### config.mk
export PLATFORM = sky130hd
export DESIGN_NAME = imem_uart_loader
export DESIGN_NICKNAME = d
export VERILOG_FILES = /design/src/rtl/imem_uart_loader_pkg.sv /design/src/rtl/imem_uart_loader_rx.sv /design/src/rtl/imem_uart_loader.sv
export SDC_FILE = /design/constraint.sdc
export NUM_CORES = 1
export LEC_CHECK = 0
export CORE_AREA = 2 2 91 93
export CTS_BUF_LIST = sky130_fd_sc_hd__clkbuf_4
export CTS_CLUSTER_SIZE = 30
export DETAILED_ROUTE_END_ITERATION = 12
export DIE_AREA = 0 0 93 95
export PLACE_DENSITY = 0.77
export SLEW_MARGIN = 20
export SYNTH_ARGS = -nofsm -noshare
export SYNTH_HDL_FRONTEND = slang
export SYNTH_SLANG_ARGS = --single-unit
export TNS_END_PERCENT = 30
### constraint.sdc
create_clock -name clk -period 1.9 [get_ports clk]
set_input_delay 0.475 -clock clk [delete_from_list [all_inputs] [get_ports clk]]
set_output_delay 0.475 -clock clk [all_outputs]
set_load 0.02 [all_outputs]
### src/rtl/imem_uart_loader_pkg.sv
// Shared constants for the UART boot loader: header byte, loader FSM and
// RX FSM encodings, and a small state classifier.
package imem_uart_loader_pkg;

  localparam logic [7:0] LDR_HDR = 8'hA5;

  // Loader FSM encodings
  localparam logic [2:0] S_IDLE  = 3'd0;
  localparam logic [2:0] S_COUNT = 3'd1;
  localparam logic [2:0] S_HI    = 3'd2;
  localparam logic [2:0] S_LO    = 3'd3;
  localparam logic [2:0] S_CSUM  = 3'd4;
  localparam logic [2:0] S_RUN   = 3'd5;
  localparam logic [2:0] S_ERR   = 3'd6;

  // UART receiver encodings
  localparam logic [1:0] RX_IDLE  = 2'd0;
  localparam logic [1:0] RX_START = 2'd1;
  localparam logic [1:0] RX_DATA  = 2'd2;
  localparam logic [1:0] RX_STOP  = 2'd3;

  // States in which a framing error aborts the image
  function automatic logic is_loading(input logic [2:0] s);
    return (s == S_COUNT) || (s == S_HI) || (s == S_LO) || (s == S_CSUM);
  endfunction

endpackage

### src/rtl/imem_uart_loader_rx.sv
// 8N1 UART receiver: 2-flop synchroniser, falling-edge start detect with a
// mid-bit re-check, LSB-first data, mid-bit stop sample.
module uart_rx_8n1
  import imem_uart_loader_pkg::*;
#(
  parameter int CLK_HZ = 100_000_000,
  parameter int BAUD   = 115_200
) (
  input  logic       clk,
  input  logic       reset,
  input  logic       rx_i,
  output logic [7:0] rx_byte_o,
  output logic       byte_valid_o,
  output logic       frame_err_o
);

  localparam int CPB  = CLK_HZ / BAUD;
  localparam int HALF = CPB / 2;
  localparam int CW   = $clog2(CPB + 1);

  logic          rx_meta_q, rx_sync_q, rx_prev_q;
  logic [1:0]    st_q, st_d;
  logic [CW-1:0] cnt_q, cnt_d;
  logic [2:0]    bit_q, bit_d;
  logic [7:0]    sh_q, sh_d;
  logic [7:0]    byte_q, byte_d;
  logic          vld_q, vld_d;
  logic          ferr_q, ferr_d;

  assign rx_byte_o    = byte_q;
  assign byte_valid_o = vld_q;
  assign frame_err_o  = ferr_q;

  // Next-state: bit timing counter, shift register and one-cycle result pulses
  always_comb begin
    st_d   = st_q;
    cnt_d  = cnt_q + CW'(1);
    bit_d  = bit_q;
    sh_d   = sh_q;
    byte_d = byte_q;
    vld_d  = 1'b0;
    ferr_d = 1'b0;
    case (st_q)
      RX_IDLE: begin
        cnt_d = '0;
        if (rx_prev_q && !rx_sync_q) st_d = RX_START;
      end
      RX_START: begin
        // A start bit must still be low at its midpoint; shorter lows are glitches
        if (cnt_q == CW'(HALF - 1)) begin
          cnt_d = '0;
          bit_d = '0;
          st_d  = rx_sync_q ? RX_IDLE : RX_DATA;
        end
      end
      RX_DATA: begin
        if (cnt_q == CW'(CPB - 1)) begin
          cnt_d = '0;
          sh_d  = {rx_sync_q, sh_q[7:1]};
          bit_d = bit_q + 3'd1;
          if (bit_q == 3'd7) st_d = RX_STOP;
        end
      end
      RX_STOP: begin
        if (cnt_q == CW'(CPB - 1)) begin
          cnt_d = '0;
          st_d  = RX_IDLE;
          if (rx_sync_q) begin
            vld_d  = 1'b1;
            byte_d = sh_q;
          end else begin
            ferr_d = 1'b1;
          end
        end
      end
      default: st_d = RX_IDLE;
    endcase
  end

  // State registers; the line idles high so the synchroniser resets to 1
  always_ff @(posedge clk) begin
    if (reset) begin
      rx_meta_q <= 1'b1;
      rx_sync_q <= 1'b1;
      rx_prev_q <= 1'b1;
      st_q      <= RX_IDLE;
      cnt_q     <= '0;
      bit_q     <= '0;
      sh_q      <= '0;
      byte_q    <= '0;
      vld_q     <= 1'b0;
      ferr_q    <= 1'b0;
    end else begin
      rx_meta_q <= rx_i;
      rx_sync_q <= rx_meta_q;
      rx_prev_q <= rx_sync_q;
      st_q      <= st_d;
      cnt_q     <= cnt_d;
      bit_q     <= bit_d;
      sh_q      <= sh_d;
      byte_q    <= byte_d;
      vld_q     <= vld_d;
      ferr_q    <= ferr_d;
    end
  end

endmodule

### src/rtl/imem_uart_loader.sv
// Boot loader: receives A5,N,2N data bytes (hi first),XOR checksum over UART,
// writes 16-bit words into instruction RAM and releases the core on success.
module imem_uart_loader
  import imem_uart_loader_pkg::*;
#(
  parameter int CLK_HZ = 100_000_000,
  parameter int BAUD   = 115_200,
  parameter int DEPTH  = 64,
  parameter int AW     = 6
) (
  input  logic          clk,
  input  logic          reset,
  input  logic          rx_i,
  output logic          cpu_reset_o,
  output logic          imem_we_o,
  output logic [AW-1:0] imem_addr_o,
  output logic [15:0]   imem_wd_o,
  output logic          done_o,
  output logic          err_o,
  output logic [AW:0]   words_o
);

  logic [7:0] rx_byte;
  logic       rx_vld, rx_ferr;

  uart_rx_8n1 #(.CLK_HZ(CLK_HZ), .BAUD(BAUD)) u_rx (
    .clk          (clk),
    .reset        (reset),
    .rx_i         (rx_i),
    .rx_byte_o    (rx_byte),
    .byte_valid_o (rx_vld),
    .frame_err_o  (rx_ferr)
  );

  logic [2:0]    state_q, state_d;
  logic [AW:0]   n_q, n_d;
  logic [AW:0]   words_q, words_d;
  logic [7:0]    hi_q, hi_d;
  logic [7:0]    xor_q, xor_d;
  logic          we_q, we_d;
  logic [AW-1:0] addr_q, addr_d;
  logic [15:0]   wd_q, wd_d;

  logic [AW:0] words_inc;
  logic        n_bad;

  assign words_inc = words_q + (AW+1)'(1);
  assign n_bad     = (rx_byte == 8'd0) || ({24'd0, rx_byte} > 32'(DEPTH));

  assign cpu_reset_o = (state_q != S_RUN);
  assign done_o      = (state_q == S_RUN);
  assign err_o       = (state_q == S_ERR);
  assign imem_we_o   = we_q;
  assign imem_addr_o = addr_q;
  assign imem_wd_o   = wd_q;
  assign words_o     = words_q;

  // Loader FSM; every transition is driven by a received byte or framing error
  always_comb begin
    state_d = state_q;
    n_d     = n_q;
    words_d = words_q;
    hi_d    = hi_q;
    xor_d   = xor_q;
    we_d    = 1'b0;
    addr_d  = addr_q;
    wd_d    = wd_q;
    if (rx_ferr && is_loading(state_q)) begin
      state_d = S_ERR;
    end else if (rx_vld) begin
      case (state_q)
        S_IDLE, S_ERR: begin
          if (rx_byte == LDR_HDR) begin
            state_d = S_COUNT;
            words_d = '0;
            xor_d   = '0;
          end
        end
        S_COUNT: begin
          if (n_bad) begin
            state_d = S_ERR;
          end else begin
            n_d     = (AW+1)'(rx_byte);
            state_d = S_HI;
          end
        end
        S_HI: begin
          hi_d    = rx_byte;
          xor_d   = xor_q ^ rx_byte;
          state_d = S_LO;
        end
        S_LO: begin
          // Write lands one cycle after the low byte; words stops at N
          we_d    = 1'b1;
          wd_d    = {hi_q, rx_byte};
          addr_d  = words_q[AW-1:0];
          words_d = words_inc;
          xor_d   = xor_q ^ rx_byte;
          state_d = (words_inc == n_q) ? S_CSUM : S_HI;
        end
        S_CSUM: state_d = (rx_byte == xor_q) ? S_RUN : S_ERR;
        default: ;
      endcase
    end
  end

  // Loader registers; RUN is terminal until reset
  always_ff @(posedge clk) begin
    if (reset) begin
      state_q <= S_IDLE;
      n_q     <= '0;
      words_q <= '0;
      hi_q    <= '0;
      xor_q   <= '0;
      we_q    <= 1'b0;
      addr_q  <= '0;
      wd_q    <= '0;
    end else begin
      state_q <= state_d;
      n_q     <= n_d;
      words_q <= words_d;
      hi_q    <= hi_d;
      xor_q   <= xor_d;
      we_q    <= we_d;
      addr_q  <= addr_d;
      wd_q    <= wd_d;
    end
  end

endmodule

* Yosys cells after proc, flatten, opt, wreduce, memory -nomap -nowiden
Index checks and enable logic that the tools add are counted.
** Word-level totals
- Flip-flop bits (word level) :: 92
- Output and inout bits :: 33
- Logic and storage cells :: 112
** Cells by class
- $add $sub $neg :: 3
- Magnitude comparators :: 1
- Equal/unequal tests :: 23
- Muxes and demuxes :: 27
- Bitwise logic cells :: 6
- Reduce and logical (&&, ||, !) cells :: 33
** Operators with widths (number)
- 10-bit one-hot mux with 3 select lines :: 1
- 3-bit two-way mux :: 7
- 10-bit two-way mux :: 2
- 3-bit AND reduction :: 6
- 8-bit one-hot mux with 2 select lines :: 1
- 3-bit one-hot mux with 5 select lines :: 1
- 2-bit two-way mux :: 7
- 7-bit one-hot mux with 2 select lines :: 1
- 3-bit equality test, second input constant :: 4
- 4-bit AND reduction :: 3
- 10-bit by 1-bit adder with 10-bit output, second input constant :: 1
- 10-bit equality test, second input constant :: 1
- 10-bit by 9-bit equality test with 1-bit output, second input constant :: 1
- 2-bit by 1-bit != test with 1-bit output, second input constant :: 5
- 8-bit equality test :: 1
- 8-bit equality test, second input constant :: 1
- 8-bit by 7-bit greater-than comparator with 1-bit output, second input constant :: 1
- 8-bit zero test :: 1
- 8-bit two-way mux :: 1
- 2-bit one-hot mux with 4 select lines :: 1
- 2-bit nonzero test :: 4
- 2-bit OR reduction :: 4
- 8-bit XOR :: 1
- 7-bit by 1-bit adder with 7-bit output, second input constant :: 1
- other kinds (22) :: 36

* Longest topological paths before layout
- Depth after elaboration :: 7
- Gate-level depth with buffers :: 8
- Mapped depth without buffers :: 7

* Hierarchy
Synthesis repeated with hierarchy kept, for this count alone.
** Unflattened totals
- Cells, all modules :: 479
- Area, all modules :: 4196.5 µm²
** By module, submodules not included
- imem_uart_loader :: instances 1, cells an instance 333, area an instance 2666.3 µm², seq. area each 1121.1 µm²
- uart_rx_8n1 :: instances 1, cells an instance 146, area an instance 1530.2 µm², seq. area each 720.7 µm²

* Worst setup path before layout
No wires, ideal clock.
- Kind :: flip-flop to flip-flop
- Start point :: reg words_q[0] (netlist: words_o[0])
- End point :: reg state_q[1]
- Data arrival time :: 1970 ps
- Slack :: -190 ps
- Stages on the path, launching flop included :: 8
- Cell sequence :: dfxtp_1 ha_1 nand2b_1 o211ai_1 or3b_1 a211oi_1 nand2_1 a211o_1
** On the way
- Word-level cells in the longest chain between the ends :: 6
** Ends and longest elaborated chain
- from (decl) :: line imem_uart_loader.sv:37 : logic [AW:0] words_q, words_d;
- from (signal assigned) :: line imem_uart_loader.sv:121 : words_q <= words_d;
- 7-bit by 1-bit adder with 7-bit output :: line imem_uart_loader.sv:47 : assign words_inc = words_q + (AW+1)'(1);
- 7-bit equality test :: line imem_uart_loader.sv:99 : state_d = (words_inc == n_q) ? S_CSUM : S_HI;
- 3-bit two-way mux :: line imem_uart_loader.sv:99
- 3-bit one-hot mux with 5 select lines :: line imem_uart_loader.sv:71 : case (state_q)
- 3-bit two-way mux :: line imem_uart_loader.sv:70 : end else if (rx_vld) begin
- 3-bit two-way mux :: line imem_uart_loader.sv:68 : if (rx_ferr && is_loading(state_q)) begin
- to (signal assigned) :: line imem_uart_loader.sv:119 : state_q <= state_d;
- to (decl) :: line imem_uart_loader.sv:35 : logic [2:0] state_q, state_d;
No other way between the ends. The select of a mux whose other input is x is not followed.
A chain may end at the register's enable or synchronous reset.

* Worst setup path in the final report
Same ends and word-level chain as after synthesis.

==> metrics.txt <==
unrepaired setup endpoints after global routing=true; Area growth syn-to-layout=22.0%; number of enable flip-flop cells after synthesis=0; Via density=5.45; Syn Nets=513; post-synth top area cell=dfxtp_1; violated checks=setup timing; # IOs=36; DRT iter0 DRCs=211; Area contributors post-synth=dfxtp_1, nand2_1, a21oi_1; vias in the first global route=3,293; status=complete, but fails checks; Die ar.=0.00884 mm2; Max VDD drop=0.387 mV; Slew @ Worst Pin=0.567 ns; Clock Sinks=92; DP Wirelength=6.10 mm; vias=3,587; Placed Cells=642; Rows=33; Worst Setup End Kind=register; fin crit share=101%; Nets=560; initial antenna violation count=0; Clk Latency, worst-skew pair=0.44 ns; layout cells sized above 1=15.6%; Mapped Cells=501; Fmax=523 MHz; remaining antenna violation count=0; Post-CTS Setup Bufs=0; synthesized area per cell=8.21 um2; sequential share of the synthesized area=44.8%; Antenna diodes=0; Fin Hold WS=0.422 ns; cts hold-fix bufs=0; max_slew headroom=62.1%; Design Area, Final=0.00502 mm2; first-pass GRT wire length=15.2 mm; Worst setup SP type=register; Final min period=1.91 ns; PD cells=682 mW/mm2; final hold viol count=0; Setup WS post-layout=-0.0125 ns; final RePlAce weighted congestion=0.887; TritonCTS Buffers=9; Slew Limit Fails=0; Clock Path Buffers=2; GRT Total Usage=21.2%; post-synth top area share=44.8%; Tot Pwr=3420 uW; Post-Layout Cell Count=658; Primary FF master, synth=dfxtp_1; crit-path cells=ha_4 > nand2b_4 > o211ai_1 > or3b_4 > a211oi_2 > nand2_1 > a211o_1; post-synthesis register bit count=92; clock skew=0.0257 ns; Data arrival, critical path=2.25 ns; maximum fanout along the worst path=3; slowest cell on the critical path=or3b_4; Final setup viols=3; Remaining DRCs=0; total wire length=9.14 mm; IO buf count=35; CP required=2.24 ns; Root Driver=clkbuf_4; post-DR wirelength/cell=13.9 um; sum of negative setup slack=-0.0168 ns; Die Ht=95 um; Min-Delay Path Class=register to register; Netlist Area Pre-Place=0.00411 mm2; CP max stage delay=0.40 ns; maxcap violations=0; Synth cell types=46; starting density of the core=51.9%; Synth warnings=0; global route total overflow=0; CP Class=register to register; Placed Area=0.00471 mm2; Async S/R FF share, synth=0%; leak pwr=0.00230 uW; most frequent cell after synthesis=nand2_1; Clock H-tree levels=3; TritonRoute pass-1 iters=5; total core area=0.00793 mm2; DIE WIDTH=93 um; clock transition at the registers of the reported paths=0.15 ns; CTS tree=done; Synth top cells by count=nand2_1, dfxtp_1, a21oi_1; pin count of the biggest net entering global routing=57
-- path summary, 6_finish.rpt --
check	start	endpoint	slack (ns)	cells past startpoint
worst max-delay path	words_o[0]	state_q[1]	-0.01	7
worst min-delay path	u_rx.rx_meta_q	u_rx.rx_sync_q	0.42	1
worst max register to register	words_o[0]	state_q[1]	-0.01	7
worst min register to register	u_rx.rx_meta_q	u_rx.rx_sync_q	0.42	1
-- timing repair --
action / in CTS / in global routing
endpoints found under the setup margin: 26 / 58
resized for setup: 23 / 46
pin swaps: 1 / 6
-- worst max-delay path, delay by kind of cell, from the launching register on --
kind / cells / cell delay, ns
flops: 1 / 0.38
fa+ha+maj: 1 / 0.17
compound gates: 3 / 0.63
simple gates: 3 / 0.64
-- flip-flops by register name, indices dropped and copies added (netlist names), named ones only --
signal             count
u_rx.cnt_q            10
imem_we_o              1
u_rx.frame_err_o       1
xor_q                  8
u_rx.rx_prev_q         1
u_rx.rx_sync_q         1
imem_wd_o             16
u_rx.byte_valid_o      1
u_rx.sh_q              8
u_rx.rx_byte_o         8
state_q                3
u_rx.rx_meta_q         1
words_o                7
hi_q                   8
n_q                    7
imem_addr_o            6
u_rx.bit_q             3
u_rx.st_q              1
-- cells in the final DEF, fill, tap and decap left out, drive strengths merged, types with 3 or more instances in the layout --
cell type,netlist,routed
or2,3,3
bufinv,0,3
and3,5,5
a31o,3,3
o211ai,3,3
nor4,6,6
mux2i,20,20
nor2,46,46
clkbuf,26,13
a21oi,49,49
a211oi,4,4
o22ai,3,3
nor2b,13,13
dlygate4sd2,0,10
a32o,8,8
inv,17,19
dlymetal6s2s,0,20
xnor2,7,7
o21ai,10,10
nor3,12,12
dfxtp,92,92
ha,9,9
nand4,4,4
o211a,3,3
nand2b,4,4
nand2,100,100
buf,6,34
or3,3,3
xor2,9,9
nand3,14,14
-- cell type report --
cell class	instances	area [um2]
Inverter	17	63.8
Timing Repair Buffer	68	616
Clock buffer	10	75.1
Sequential cell	92	1860
Tap cell	105	131
Fill cell	669	2910
Clock inverter	6	119
Multi-Input combinational cell	360	2160
-- cells by family after synthesis --
kind of cell | share of synthesized area, %
flip-flops | 44.8
XOR/XNOR | 3.41
multiplexers | 5.14
AND/OR/NAND/NOR | 24.2
buffers and inverters | 4.87
AO/OA/AOI/OAI | 14.9
adder cells (fa/ha/maj) | 2.74
-- per-stage QoR --
| stage | setup slack [ns] | utilization [%] |
|---|---|---|
| detailed placement | -0.0590 | 59.5 |
| global route | -0.114 | 63.3 |
| finish | -0.0125 | 63.3 |
| CTS | 0.00130 | 62.1 |
| floorplan | 0.00202 | - |
| global placement | 0.0390 | 59.5 |
-- power breakdown --
| part | total, uW | leakage (uW) | internal [uW] | switching (uW) |
|---|---|---|---|---|
| registers | 1950 | 0.000747 | 1940 | 9.40 |
| clock network | 1380 | 0.000103 | 698 | 683 |
| logic | 97.4 | 0.00145 | 33.6 | 63.8 |
-- routing by layer --
layer / global-route usage [%] / part of all wire (%) / vias up
li1: - / - / 1814
met1: 27.9 / 48 / 1671
met2: 34.9 / 46 / 85
met3: 4.95 / 4.1 / 17
met4: 6.00 / 1.6 / 0
met5: 0 / 0 / -
No activity file was read; power rests on OpenSTA's default activity.
